$ cat config.mk
export PLATFORM = sky130hd
export DESIGN_NAME = sdm_nc_ctrl
export DESIGN_NICKNAME = d
export VERILOG_FILES = /design/src/rtl/sdm_nc_pkg.sv /design/src/rtl/sdm_nc_corr.sv /design/src/rtl/sdm_nc_ctrl.sv
export SDC_FILE = /design/constraint.sdc
export NUM_CORES = 1
export LEC_CHECK = 0
export ABC_AREA = 1
export CAP_MARGIN = 15
export CELL_PAD_IN_SITES_DETAIL_PLACEMENT = 0
export CELL_PAD_IN_SITES_GLOBAL_PLACEMENT = 1
export CORE_AREA = 2 2 92 94
export CTS_BUF_LIST = sky130_fd_sc_hd__clkbuf_4 sky130_fd_sc_hd__clkbuf_8
export DETAILED_ROUTE_END_ITERATION = 8
export DIE_AREA = 0 0 94 96
export PLACE_DENSITY_LB_ADDON = 0.1
export SKIP_LAST_GASP = 1
export SLEW_MARGIN = 20
export SYNTH_ARGS = -nofsm -noshare
export SYNTH_HDL_FRONTEND = slang
export SYNTH_SLANG_ARGS = --single-unit
$ cat constraint.sdc
create_clock -name clk_ref -period 3.7 [get_ports clk_ref]
set_input_delay 0.37 -clock clk_ref [delete_from_list [all_inputs] [get_ports clk_ref]]
set_output_delay 0.37 -clock clk_ref [all_outputs]
set_load 0.01 [all_outputs]
$ cat src/rtl/sdm_nc_pkg.sv
// Shared types and helpers for the SDM noise-canceller controller.
// State encoding is fixed so it can be probed directly from the state register.
package sdm_nc_pkg;

  typedef enum logic [1:0] {
    ST_IDLE   = 2'd0,
    ST_SETTLE = 2'd1,
    ST_ADAPT  = 2'd2,
    ST_LOCKED = 2'd3
  } state_t;

  // Correlation needs to hold +/-2^win_log2 as a signed value.
  function automatic int corr_width(input int win_log2);
    return win_log2 + 2;
  endfunction

endpackage

$ cat src/rtl/sdm_nc_corr.sv
// Sign-sign correlator: accumulates +/-1 per sample over a 2^WIN_LOG2 window.
// win_done and win_corr are presented combinationally with the closing sample.
module sdm_nc_corr
  import sdm_nc_pkg::*;
#(
  parameter int WIN_LOG2 = 6,
  parameter int CW       = corr_width(WIN_LOG2)
) (
  input  logic                 clk_ref,
  input  logic                 rstn,
  input  logic                 i_clr,
  input  logic                 i_en,
  input  logic                 i_valid,
  input  logic                 i_err_sign,
  input  logic                 i_q_sign,
  output logic                 o_win_done,
  output logic signed [CW-1:0] o_win_corr
);

  localparam logic signed [CW-1:0] C_ONE = CW'(1);

  logic signed [CW-1:0] r_corr;
  logic [WIN_LOG2-1:0]  r_cnt;
  logic signed [CW-1:0] w_corr_nxt;
  logic                 w_take;

  // Next accumulator value and end-of-window detection for the current sample.
  always_comb begin
    w_take = i_en & i_valid & ~i_clr;
    if (i_err_sign ^ i_q_sign) begin
      w_corr_nxt = r_corr + C_ONE;
    end else begin
      w_corr_nxt = r_corr - C_ONE;
    end
    o_win_done = w_take & (r_cnt == {WIN_LOG2{1'b1}});
    o_win_corr = w_corr_nxt;
  end

  // Accumulator and window counter; the closing sample restarts the window.
  always_ff @(posedge clk_ref or negedge rstn) begin
    if (!rstn) begin
      r_corr <= '0;
      r_cnt  <= '0;
    end else if (i_clr) begin
      r_corr <= '0;
      r_cnt  <= '0;
    end else if (w_take) begin
      r_cnt  <= r_cnt + WIN_LOG2'(1);
      r_corr <= o_win_done ? '0 : w_corr_nxt;
    end else begin
      r_corr <= r_corr;
      r_cnt  <= r_cnt;
    end
  end

endmodule

$ cat src/rtl/sdm_nc_ctrl.sv
// Sequencer and sign-sign LMS gain controller for the SDM noise canceller.
// Runs IDLE -> SETTLE -> ADAPT <-> LOCKED; abort returns to IDLE with the gain held.
module sdm_nc_ctrl
  import sdm_nc_pkg::*;
#(
  parameter int W_GAIN     = 10,
  parameter int SETTLE_CYC = 64,
  parameter int WIN_LOG2   = 6,
  parameter int THR        = 4,
  parameter int LOCK_CNT   = 8
) (
  input  logic              clk_ref,
  input  logic              rstn,
  input  logic              start,
  input  logic              abort,
  input  logic [W_GAIN-1:0] gain_init,
  input  logic [2:0]        step_sh,
  input  logic              err_valid,
  input  logic              err_sign,
  input  logic              q_sign,
  output logic              nc_enable,
  output logic [W_GAIN-1:0] nc_gain,
  output logic              busy,
  output logic              locked,
  output logic              gain_sat
);

  localparam int CW    = corr_width(WIN_LOG2);
  localparam int W_EXT = W_GAIN + 9;
  localparam int W_SET = $clog2(SETTLE_CYC + 1);
  localparam int W_LCK = $clog2(LOCK_CNT + 1);

  localparam logic signed [CW-1:0] C_THR  = CW'(THR);
  localparam logic signed [CW-1:0] C_THR2 = CW'(2 * THR);
  localparam logic [W_EXT-1:0]     C_GMAX = W_EXT'((1 << W_GAIN) - 1);

  state_t               r_state;
  logic [W_GAIN-1:0]    r_gain;
  logic                 r_sat;
  logic [W_SET-1:0]     r_settle;
  logic [W_LCK-1:0]     r_lock;
  logic                 r_nc_enable;
  logic                 r_busy;
  logic                 r_locked;

  state_t               w_state_nxt;
  logic [W_GAIN-1:0]    w_gain_nxt;
  logic                 w_sat_nxt;
  logic [W_SET-1:0]     w_settle_nxt;
  logic [W_LCK-1:0]     w_lock_nxt;

  logic                 w_corr_en;
  logic                 w_corr_clr;
  logic                 w_win_done;
  logic signed [CW-1:0] w_win_corr;
  logic [W_EXT-1:0]     w_step;
  logic [W_EXT-1:0]     w_up;
  logic [W_EXT-1:0]     w_dn;
  logic                 w_pos;
  logic                 w_neg;
  logic                 w_big;

  assign w_corr_en  = (r_state == ST_ADAPT) || (r_state == ST_LOCKED);
  assign w_corr_clr = abort || !w_corr_en;

  sdm_nc_corr #(
    .WIN_LOG2 (WIN_LOG2),
    .CW       (CW)
  ) u_corr (
    .clk_ref    (clk_ref),
    .rstn       (rstn),
    .i_clr      (w_corr_clr),
    .i_en       (w_corr_en),
    .i_valid    (err_valid),
    .i_err_sign (err_sign),
    .i_q_sign   (q_sign),
    .o_win_done (w_win_done),
    .o_win_corr (w_win_corr)
  );

  // Next-state, gain update with saturation, and settle/lock counters.
  always_comb begin
    w_state_nxt  = r_state;
    w_gain_nxt   = r_gain;
    w_sat_nxt    = r_sat;
    w_settle_nxt = r_settle;
    w_lock_nxt   = r_lock;

    w_step = W_EXT'(1) << step_sh;
    w_up   = W_EXT'(r_gain) + w_step;
    w_dn   = W_EXT'(r_gain) - w_step;
    w_pos  = w_win_corr > C_THR;
    w_neg  = w_win_corr < -C_THR;
    w_big  = (w_win_corr > C_THR2) || (w_win_corr < -C_THR2);

    if (abort) begin
      w_state_nxt  = ST_IDLE;
      w_settle_nxt = '0;
      w_lock_nxt   = '0;
    end else begin
      case (r_state)
        ST_IDLE: begin
          if (start) begin
            w_state_nxt  = ST_SETTLE;
            w_gain_nxt   = gain_init;
            w_sat_nxt    = 1'b0;
            w_settle_nxt = '0;
          end else begin
            w_state_nxt = ST_IDLE;
          end
        end
        ST_SETTLE: begin
          if (r_settle == W_SET'(SETTLE_CYC - 1)) begin
            w_state_nxt  = ST_ADAPT;
            w_settle_nxt = '0;
            w_lock_nxt   = '0;
          end else begin
            w_settle_nxt = r_settle + W_SET'(1);
          end
        end
        ST_ADAPT: begin
          if (w_win_done) begin
            // w_dn goes negative in W_EXT bits when the step exceeds the gain.
            if (w_pos) begin
              if (w_up > C_GMAX) begin
                w_gain_nxt = C_GMAX[W_GAIN-1:0];
                w_sat_nxt  = 1'b1;
              end else begin
                w_gain_nxt = w_up[W_GAIN-1:0];
              end
            end else if (w_neg) begin
              if ($signed(w_dn) < $signed(W_EXT'(0))) begin
                w_gain_nxt = '0;
                w_sat_nxt  = 1'b1;
              end else begin
                w_gain_nxt = w_dn[W_GAIN-1:0];
              end
            end else begin
              w_gain_nxt = r_gain;
            end
            if (!w_pos && !w_neg) begin
              if (r_lock == W_LCK'(LOCK_CNT - 1)) begin
                w_lock_nxt  = W_LCK'(LOCK_CNT);
                w_state_nxt = ST_LOCKED;
              end else begin
                w_lock_nxt = r_lock + W_LCK'(1);
              end
            end else begin
              w_lock_nxt = '0;
            end
          end else begin
            w_state_nxt = ST_ADAPT;
          end
        end
        ST_LOCKED: begin
          if (w_win_done && w_big) begin
            w_state_nxt = ST_ADAPT;
            w_lock_nxt  = '0;
          end else begin
            w_state_nxt = ST_LOCKED;
          end
        end
        default: begin
          w_state_nxt  = ST_IDLE;
          w_settle_nxt = '0;
          w_lock_nxt   = '0;
        end
      endcase
    end
  end

  // State, datapath and registered status outputs.
  always_ff @(posedge clk_ref or negedge rstn) begin
    if (!rstn) begin
      r_state     <= ST_IDLE;
      r_gain      <= '0;
      r_sat       <= 1'b0;
      r_settle    <= '0;
      r_lock      <= '0;
      r_nc_enable <= 1'b0;
      r_busy      <= 1'b0;
      r_locked    <= 1'b0;
    end else begin
      r_state     <= w_state_nxt;
      r_gain      <= w_gain_nxt;
      r_sat       <= w_sat_nxt;
      r_settle    <= w_settle_nxt;
      r_lock      <= w_lock_nxt;
      r_nc_enable <= (w_state_nxt != ST_IDLE);
      r_busy      <= (w_state_nxt != ST_IDLE);
      r_locked    <= (w_state_nxt == ST_LOCKED);
    end
  end

  assign nc_enable = r_nc_enable;
  assign nc_gain   = r_gain;
  assign busy      = r_busy;
  assign locked    = r_locked;
  assign gain_sat  = r_sat;

endmodule
# [Yosys cells after proc, flatten, opt, wreduce, memory -nomap -nowiden]
# Cells that the tools add are included.
[word_totals] regBits=40 in_bits=20 output_inout_bits=14 elab_cells=102
[classes] n_addsub=7 magnitude_cmp=6 n_eq_ne=16 n_shift=1 muxes=39 bitwise=6 reduce_logical=18
[ops] op="10-bit 2-to-1 mux" n=6
[ops] op="8-bit 2-to-1 mux" n=4
[ops] op="4-bit 2-to-1 mux" n=6
[ops] op="7-bit 2-to-1 mux" n=3
[ops] op="10-bit case mux with 2 select lines" n=1
[ops] op="10-bit by 19-bit adder with 19-bit output" n=1
[ops] op="19-bit by 10-bit > comparator with 1-bit output, second input constant" n=1
[ops] op="19-bit by 1-bit < comparator with 1-bit output, second input constant" n=1
[ops] op="1-bit by 3-bit left shift with 19-bit output, first input constant" n=1
[ops] op="10-bit by 19-bit subtractor with 19-bit output" n=1
[ops] op="7-bit case mux with 2 select lines" n=1
[ops] op="6-bit 2-to-1 mux" n=2
[ops] op="3-bit by 2-bit != test with 1-bit output, second input constant" n=4
[ops] op="4-bit case mux with 3 select lines" n=1
[ops] op="2-bit 2-to-1 mux" n=5
[ops] op="3-bit != test, second input constant" n=3
[ops] op="8-bit by 2-bit adder with 8-bit output, second input constant" n=1
[ops] op="8-bit by 4-bit > comparator with 1-bit output, second input constant" n=1
[ops] op="8-bit by 5-bit > comparator with 1-bit output, second input constant" n=1
[ops] op="8-bit by 3-bit < comparator with 1-bit output, second input constant" n=1
[ops] op="8-bit by 4-bit < comparator with 1-bit output, second input constant" n=1
[ops] op="1-bit 2-to-1 mux" n=8
[ops] op="2-bit case mux with 4 select lines" n=1
[ops] op="8-bit by 2-bit subtractor with 8-bit output, second input constant" n=1
[ops] op="25 further kinds" n=37

# [Longest topological paths before layout]
# Gate-level depths: netlist of run 1.
[depth] word_depth=12 depth_mapped=22 depth_no_buf=21

# [Cells and area by module]
# From an unflattened synthesis of run 1, not the netlist that was laid out.
[unflattened] cells_unflattened=562 hier_area_um2=3656.0
[by_module_without_submodules] module="sdm_nc_ctrl" n_inst=1 cells_each=416 area_per_inst_um2=2640.0 seq_area_each_um2=650.6
[by_module_without_submodules] module="sdm_nc_corr" n_inst=1 cells_each=146 area_per_inst_um2=1016.0 seq_area_each_um2=350.3

# [Worst setup path after synthesis of run 1]
# No wires, ideal clock.
[synth_path] kind="input-to-reg" start="in step_sh[0]" end="reg r_gain[1], in the netlist nc_gain[1]" arrival_time_ns=2.619 slack_ns=0.964 cell_stages=19 path_cell_list="inv_1 nor3_1 inv_1 fa_1 nand3_1 nand3_1 nand2_1 o211ai_1 or2_2 nor2_1 inv_1 nand2_1 inv_1 nand2_1 nand2_1 nand2_1 nand2_1 nand2_1 nand2_1"
[synth_via] elab_chain_cells=8 elab_cells_between_ends=11 classes_between="add/sub (2); order compare (2); shift (1); mux (6)"
[synth_rtl] item="start, declared" line_no="sdm_nc_ctrl.sv:17" text="input logic [2:0] step_sh,"
[synth_rtl] item="1-bit by 3-bit left shift with 19-bit output (*)" line_no="sdm_nc_ctrl.sv:89" text="w_step = W_EXT'(1) << step_sh;"
[synth_rtl] item="10-bit by 19-bit subtractor with 19-bit output" line_no="sdm_nc_ctrl.sv:91" text="w_dn = W_EXT'(r_gain) - w_step;"
[synth_rtl] item="19-bit by 1-bit < comparator with 1-bit output" line_no="sdm_nc_ctrl.sv:132" text="if ($signed(w_dn) < $signed(W_EXT'(0))) begin"
[synth_rtl] item="10-bit 2-to-1 mux" line_no="sdm_nc_ctrl.sv:132"
[synth_rtl] item="10-bit 2-to-1 mux" line_no="sdm_nc_ctrl.sv:131" text="end else if (w_neg) begin"
[synth_rtl] item="10-bit 2-to-1 mux (*)" line_no="sdm_nc_ctrl.sv:124" text="if (w_pos) begin"
[synth_rtl] item="10-bit 2-to-1 mux (*)" line_no="sdm_nc_ctrl.sv:122" text="if (w_win_done) begin"
[synth_rtl] item="10-bit case mux with 2 select lines (*)" line_no="sdm_nc_ctrl.sv:101" text="case (r_state)"
[synth_rtl] item="end signal, assigned" line_no="sdm_nc_ctrl.sv:185" text="r_gain <= w_gain_nxt;"
[synth_rtl] item="end, declared" line_no="sdm_nc_ctrl.sv:38" text="logic [W_GAIN-1:0] r_gain;"
# Every way passes the cells marked *; elsewhere a longest branch is shown, timed or not. The select of a mux whose other input is x is not followed.
# A chain may end at the register's enable or synchronous reset.

# [Final worst setup path of run 1]
# Same ends and word-level chain as after synthesis.

==> out/results.ini, run 1 <==
[timing]
hold_viol=0
period_share_pct=87.9
setup_viol=0
slew_headroom_pct=36.4
finalMaxSlewViolations=0
min_period_ps=3250
fin_skew_ps=13.5
max_slew.worst_pin.slew_ps=954
fmax_mhz=307
finalWorstSetupSlack_ps=446
fin_tns_setup_ps=0
rsz0062_at_grt=no

[clock_tree]
cts_buffers=5
cts_resized=0
clockRootBuffer=clkbuf_8
clkLatencyLatePin_ps=300
cts.sinks=40
clk_path_buf_depth=2
htreeDepth=2
cts_tree=built
clkTransAtPathRegs_ps=100
cts_hold_buf=0
cts_setup_buffers=0

[route]
drcViolationCount=0
drtPass1Iterations=4
num_vias=3350
first_iter_violations=114
post_drt_wl_per_cell_um=13.1
postRouteAntennaNets=0
drt-total-wl_um=8690
routed_via_density=5.05

[die]
io-pin-count=34
dieWidth_um=94
dieArea_um2=9020
core_um2=8050
die_h_um=96
rows=33
start_util_pct=44.5

[place]
gp_congestion=0.868
io_buffers=33
placed_cell_area_um2=4020
dp_cells=655
place_worst_setup_slack_ps=129
dpl.hpwl_um=6830

[flow_run]
cap_violations=0

[cells_and_area]
drive_gt1_share_pct=10.4
area_delta_synth_final_pct=15.3
nets=602
design_area_um2=4130
final_cell_mix=nand2_1 (146), inv_1 (62), nand3_1 (45), nor2_1 (45), dfrtp_1 (40)
final_common_cell=nand2_1
diodes=0
stdcell_count=663
num-fill-cells=826

[critical_path]
worstPathArrival_ps=3500
cpPeakStageDelay_ps=540
crit_path_frequent_cell=nand2_1
start_kind=input pin
end_kind=flip-flop
cpMaxStageDelayCell=clkdlybuf4s50_1
critPathRequiredTime_ps=3940
crit_fanout=11
timing_worst_setup_path_type=in -> reg
crit_path_cell_trace=clkdlybuf4s50_1, inv_1, nor3_1, inv_1, ha_1, inv_1, a21oi_1, o311ai_1, nand3_1, nand2_1, nand3_1, nand2_1, nand2_1, nand2_1, nand2_1, nand2_1

[synthesis]
synth_cells=523
synth_edf_count=0
syn_area_um2=3580
async_reset_ff_share_pct=100
synth.net_count=568
ys_warn_count=0
avgSynthCellArea_um2=6.85
synth_seq_cells=40
synth-main-ff-cell=dfrtp_1
yosysUniqueCellTypes=43
synth_seq_area_share_pct=27.9

[power]
power_density_nw_per_um2=334
ir_drop_mv=0.155
leakage_nw=2.11

[grt]
grtUsageTotal_pct=20.8
grt_antenna_before_repair=0
met3_usage_pct=2.82
grt-ovfl-total=0
grt.busiest_layer=met2
met2_usage_pct=38.3
use_met1_pct=25.5
grt_pass1_wl_um=15000
grt_pass1_vias=3297
grt_max_degree=41

[hold_path]
hold_class=in -> async

[status]
status=completed

path summary, 6_finish.rpt:
| kind | endpoint | slack (ps) | startpoint | cells past startpoint |
|---|---|---|---|---|
| max in group asynchronous | r_state[0] | 2890 | rstn | 1 |
| max reg2reg | nc_gain[1] | 960 | nc_gain[0] | 19 |
| min in group clk_ref | u_corr.r_cnt[0] | 510 | u_corr.r_cnt[0] | 1 |
| min reg2reg | u_corr.r_cnt[0] | 510 | u_corr.r_cnt[0] | 1 |
| max | nc_gain[1] | 450 | step_sh[0] | 16 |
| min | u_corr.r_corr[1] | 210 | rstn | 1 |
kinds of logic after synthesis:
group,after synthesis,share of synthesized area [%]
simple gates,304,40.5
buf+inv,79,8.94
compound gates,58,9.12
flops,40,27.9
fa+ha+maj,25,9.15
xor+xnor,17,4.37
registers in the layout, indices dropped and copies added, names as in the netlist:
| name | count |
|---|---|
| r_state | 2 |
| u_corr.r_corr | 8 |
| nc_gain | 10 |
| r_settle | 7 |
| busy | 1 |
| r_lock | 4 |
| locked | 1 |
| u_corr.r_cnt | 6 |
| gain_sat | 1 |
worst max-delay path: cells and delay by family:
family / cells / cell delay (ps)
buffers and inverters: 4 / 910
AOI/OAI and AO/OA: 2 / 470
adders and majority gates: 1 / 400
and+or+nand+nor: 9 / 1350
power breakdown:
| part | internal, W | switching, W |
|---|---|---|
| Clock | 0.000204 | 0.000182 |
| Combinational | 0.000207 | 0.000287 |
| Sequential | 0.000461 | 0.0000412 |
synth_stat cells, types with 5 or more instances:
master | number | area (µm²)
a21oi_1 | 18 | 90.1
clkbuf_1 | 7 | 26.3
dfrtp_1 | 40 | 1000
ha_1 | 23 | 288
inv_1 | 62 | 233
nand2_1 | 146 | 548
nand2_2 | 18 | 113
nand2_4 | 5 | 56.3
nand3_1 | 45 | 225
nand3_4 | 5 | 87.6
nand4_1 | 12 | 75.1
nor2_1 | 45 | 169
nor3_1 | 15 | 75.1
o21ai_0 | 23 | 115
o21ai_1 | 5 | 25.0
xor2_1 | 12 | 105
routing by layer:
metal	up-vias	share of wire, %
li1	1756	-
met4	0	1.3
met1	1535	47
met5	-	0
met2	48	50
met3	11	2.1
final cells by class:
type | count | area, µm² | share of cell area [%]
Clock buffer | 5 | 68.8 | 1.67
Clock inverter | 3 | 47.5 | 1.15
Inverter | 67 | 251 | 6.09
Multi-Input combinational cell | 404 | 2260 | 54.7
Sequential cell | 40 | 1000 | 24.2
Tap cell | 105 | 131 | 3.18
Timing Repair Buffer | 39 | 370 | 8.96
per-stage QoR:
stage	hold slack, ps	util, %	total power, W
2_1_floorplan	74.4	-	0.000842
3_3_place_gp	498	49.9	0.00100
3_5_place_dp	498	49.9	0.00100
4_1_cts	252	51.3	0.00139
5_1_grt	292	51.3	0.00148
6_report	208	51.3	0.00138
Note: power is estimated with default switching activity, not from simulation.
==> inputs of run 2 (changes only) <==
- CORE_AREA: 2 2 92 94 -> 2 2 88 98
- DIE_AREA: 0 0 94 96 -> 0 0 90 100
==> out/results.ini, run 2 (same netlist as run 1, synthesis figures left out) <==
[grt]
use_met1_pct=23.8  ; was 25.5%
met2_usage_pct=38.8  ; was 38.3%
grt_pass1_wl_um=15200  ; was 15,000 µm
met3_usage_pct=2.55  ; was 2.82%
grtUsageTotal_pct=20.4  ; was 20.8%
grt.busiest_layer=met2  ; unchanged
grt_pass1_vias=3340  ; was 3,297
grt_antenna_before_repair=0  ; unchanged
grt-ovfl-total=0  ; unchanged
grt_max_degree=41  ; unchanged

[power]
power_density_nw_per_um2=314  ; was 334 nW/µm²
power.total_w=0.00129  ; was 0.00138 W
internal-power_w=0.000798  ; was 0.000871 W
power.share.clock_pct=22.7  ; was 27.9%
ir_drop_mv=0.151  ; was 0.155 mV
leakage_nw=2.10  ; was 2.11 nW
power.switching_w=0.000491  ; was 0.000510 W
sequentialPowerShare_pct=38.9  ; was 36.3%
pwr-share-comb_pct=38.3  ; was 35.7%
swShare_pct=38.1  ; was 36.9%

[die]
start_util_pct=44.0  ; was 44.5%
dieWidth_um=90  ; was 94 µm
io-pin-count=34  ; unchanged
dieArea_um2=9000  ; was 9020 µm²
rows=35  ; was 33
die_h_um=100  ; was 96 µm
core_um2=8150  ; was 8050 µm²

[clock_tree]
cts_setup_buffers=0  ; unchanged
cts_buffers=5  ; unchanged
clkLatencyLatePin_ps=290  ; was 300 ps
cts_tree=built  ; unchanged
clockRootBuffer=clkbuf_8  ; unchanged
clk_path_buf_depth=2  ; unchanged
cts_resized=0  ; unchanged
clkTransAtPathRegs_ps=80  ; was 100 ps
cts_hold_buf=0  ; unchanged
cts.sinks=40  ; unchanged
htreeDepth=2  ; unchanged

[cells_and_area]
final_cell_mix=nand2_1 (146), inv_1 (62), nand3_1 (45), nor2_1 (45), dfrtp_1 (40)  ; unchanged
drive_gt1_share_pct=10.2  ; was 10.4%
area_delta_synth_final_pct=14.6  ; was 15.3%
num-fill-cells=859  ; was 826
diodes=0  ; unchanged
largest_reg_flops=10  ; unchanged
nets=601  ; was 602
final_common_cell=nand2_1  ; unchanged

[status]
status=completed  ; unchanged

[critical_path]
critPathRequiredTime_ps=3940  ; about the same
reg2reg_slack_ps=980  ; was 960 ps
worstPathArrival_ps=3520  ; was 3500 ps
end_kind=flip-flop  ; unchanged
start_kind=input pin  ; unchanged
r2r_cells=19  ; unchanged
timing_worst_setup_path_type=in -> reg  ; unchanged
crit_fanout=11  ; unchanged

[timing]
fin_tns_setup_ps=0  ; unchanged
finalMaxSlewViolations=0  ; unchanged
slew_headroom_pct=63.0  ; was 36.4%
setup_viol=0  ; unchanged
rsz0062_at_grt=no  ; unchanged
hold_viol=0  ; unchanged
fin_skew_ps=7.70  ; was 13.5 ps
fmax_mhz=305  ; was 307 MHz
max_slew.worst_pin.slew_ps=555  ; was 954 ps
min_period_ps=3280  ; was 3250 ps
period_share_pct=88.7  ; was 87.9%
finalWorstSetupSlack_ps=418  ; was 446 ps

[route]
postRouteAntennaNets=0  ; unchanged
drtPass1Iterations=4  ; unchanged
drcViolationCount=0  ; unchanged
post_drt_wl_per_cell_um=12.9  ; was 13.1 µm
first_iter_violations=121  ; was 114
num_vias=3347  ; was 3,350
drt-total-wl_um=8650  ; was 8690 µm
routed_via_density=5.01  ; was 5.05

[place]
place_worst_setup_slack_ps=64.9  ; was 129 ps
gp_congestion=0.903  ; was 0.868
dpl.hpwl_um=7000  ; was 6830 µm
io_buffers=33  ; unchanged

[flow_run]
cap_violations=0  ; unchanged

[hold_path]
hold_class=in -> async  ; unchanged

[run 2: per-layer routing]
layer	share of wire, %	up-vias
met5	0	-
met4	2.6	0
met3	2.2	20
met2	52	53
met1	44	1517
li1	-	1757
[run 2: through the flow]
step / utilization, % / cells / hold slack [ps] / instance area [µm²]
2_1_floorplan: - / 523 / 74.4 / 3580
4_1_cts: 50.4 / 668 / 244 / 4100
5_1_grt: 50.4 / 668 / 104 / 4110
3_5_place_dp: 49.3 / 660 / 493 / 4020
6_report: 50.4 / 668 / 58.2 / 4110
3_3_place_gp: 49.3 / 660 / 489 / 4020
[run 2: worst paths after layout]
kind / startpoint / endpoint
max: step_sh[0] / nc_gain[8]
min: rstn / nc_gain[2]
max reg2reg: nc_gain[0] / nc_gain[8]
min reg2reg: gain_sat / gain_sat
max in group asynchronous: rstn / r_lock[1]
min in group clk_ref: gain_sat / gain_sat
[run 2: worst max-delay path: stages]
cell and delay (ps):
clkdlybuf4s50_1 530, inv_1 100, nor3_1 420, inv_1 90
ha_1 390, inv_1 190, a21oi_1 80, o311ai_1 380
nand3_1 380, nand2_1 180, nand3_1 80, nand2_1 100
nand2_1 60, nand2_1 60, nand2_1 50, nand2_1 60
[run 2: power groups by stage]
stage	clock network (W)	registers [W]	logic, W
2_1_floorplan	0	0.000511	0.000331
3_3_place_gp	0	0.000510	0.000499
3_5_place_dp	0	0.000511	0.000496
4_1_cts	0.000303	0.000503	0.000499
5_1_grt	0.000320	0.000508	0.000563
6_report	0.000293	0.000502	0.000495
[run 2: cell type report]
class | count | area, µm² | share of cell area (%)
Multi-Input combinational cell | 404 | 2260 | 55.1
Clock inverter | 3 | 18.8 | 0.457
Tap cell | 111 | 139 | 3.38
Clock buffer | 5 | 68.8 | 1.68
Sequential cell | 40 | 1000 | 24.4
Timing Repair Buffer | 38 | 365 | 8.90
Inverter | 67 | 251 | 6.13
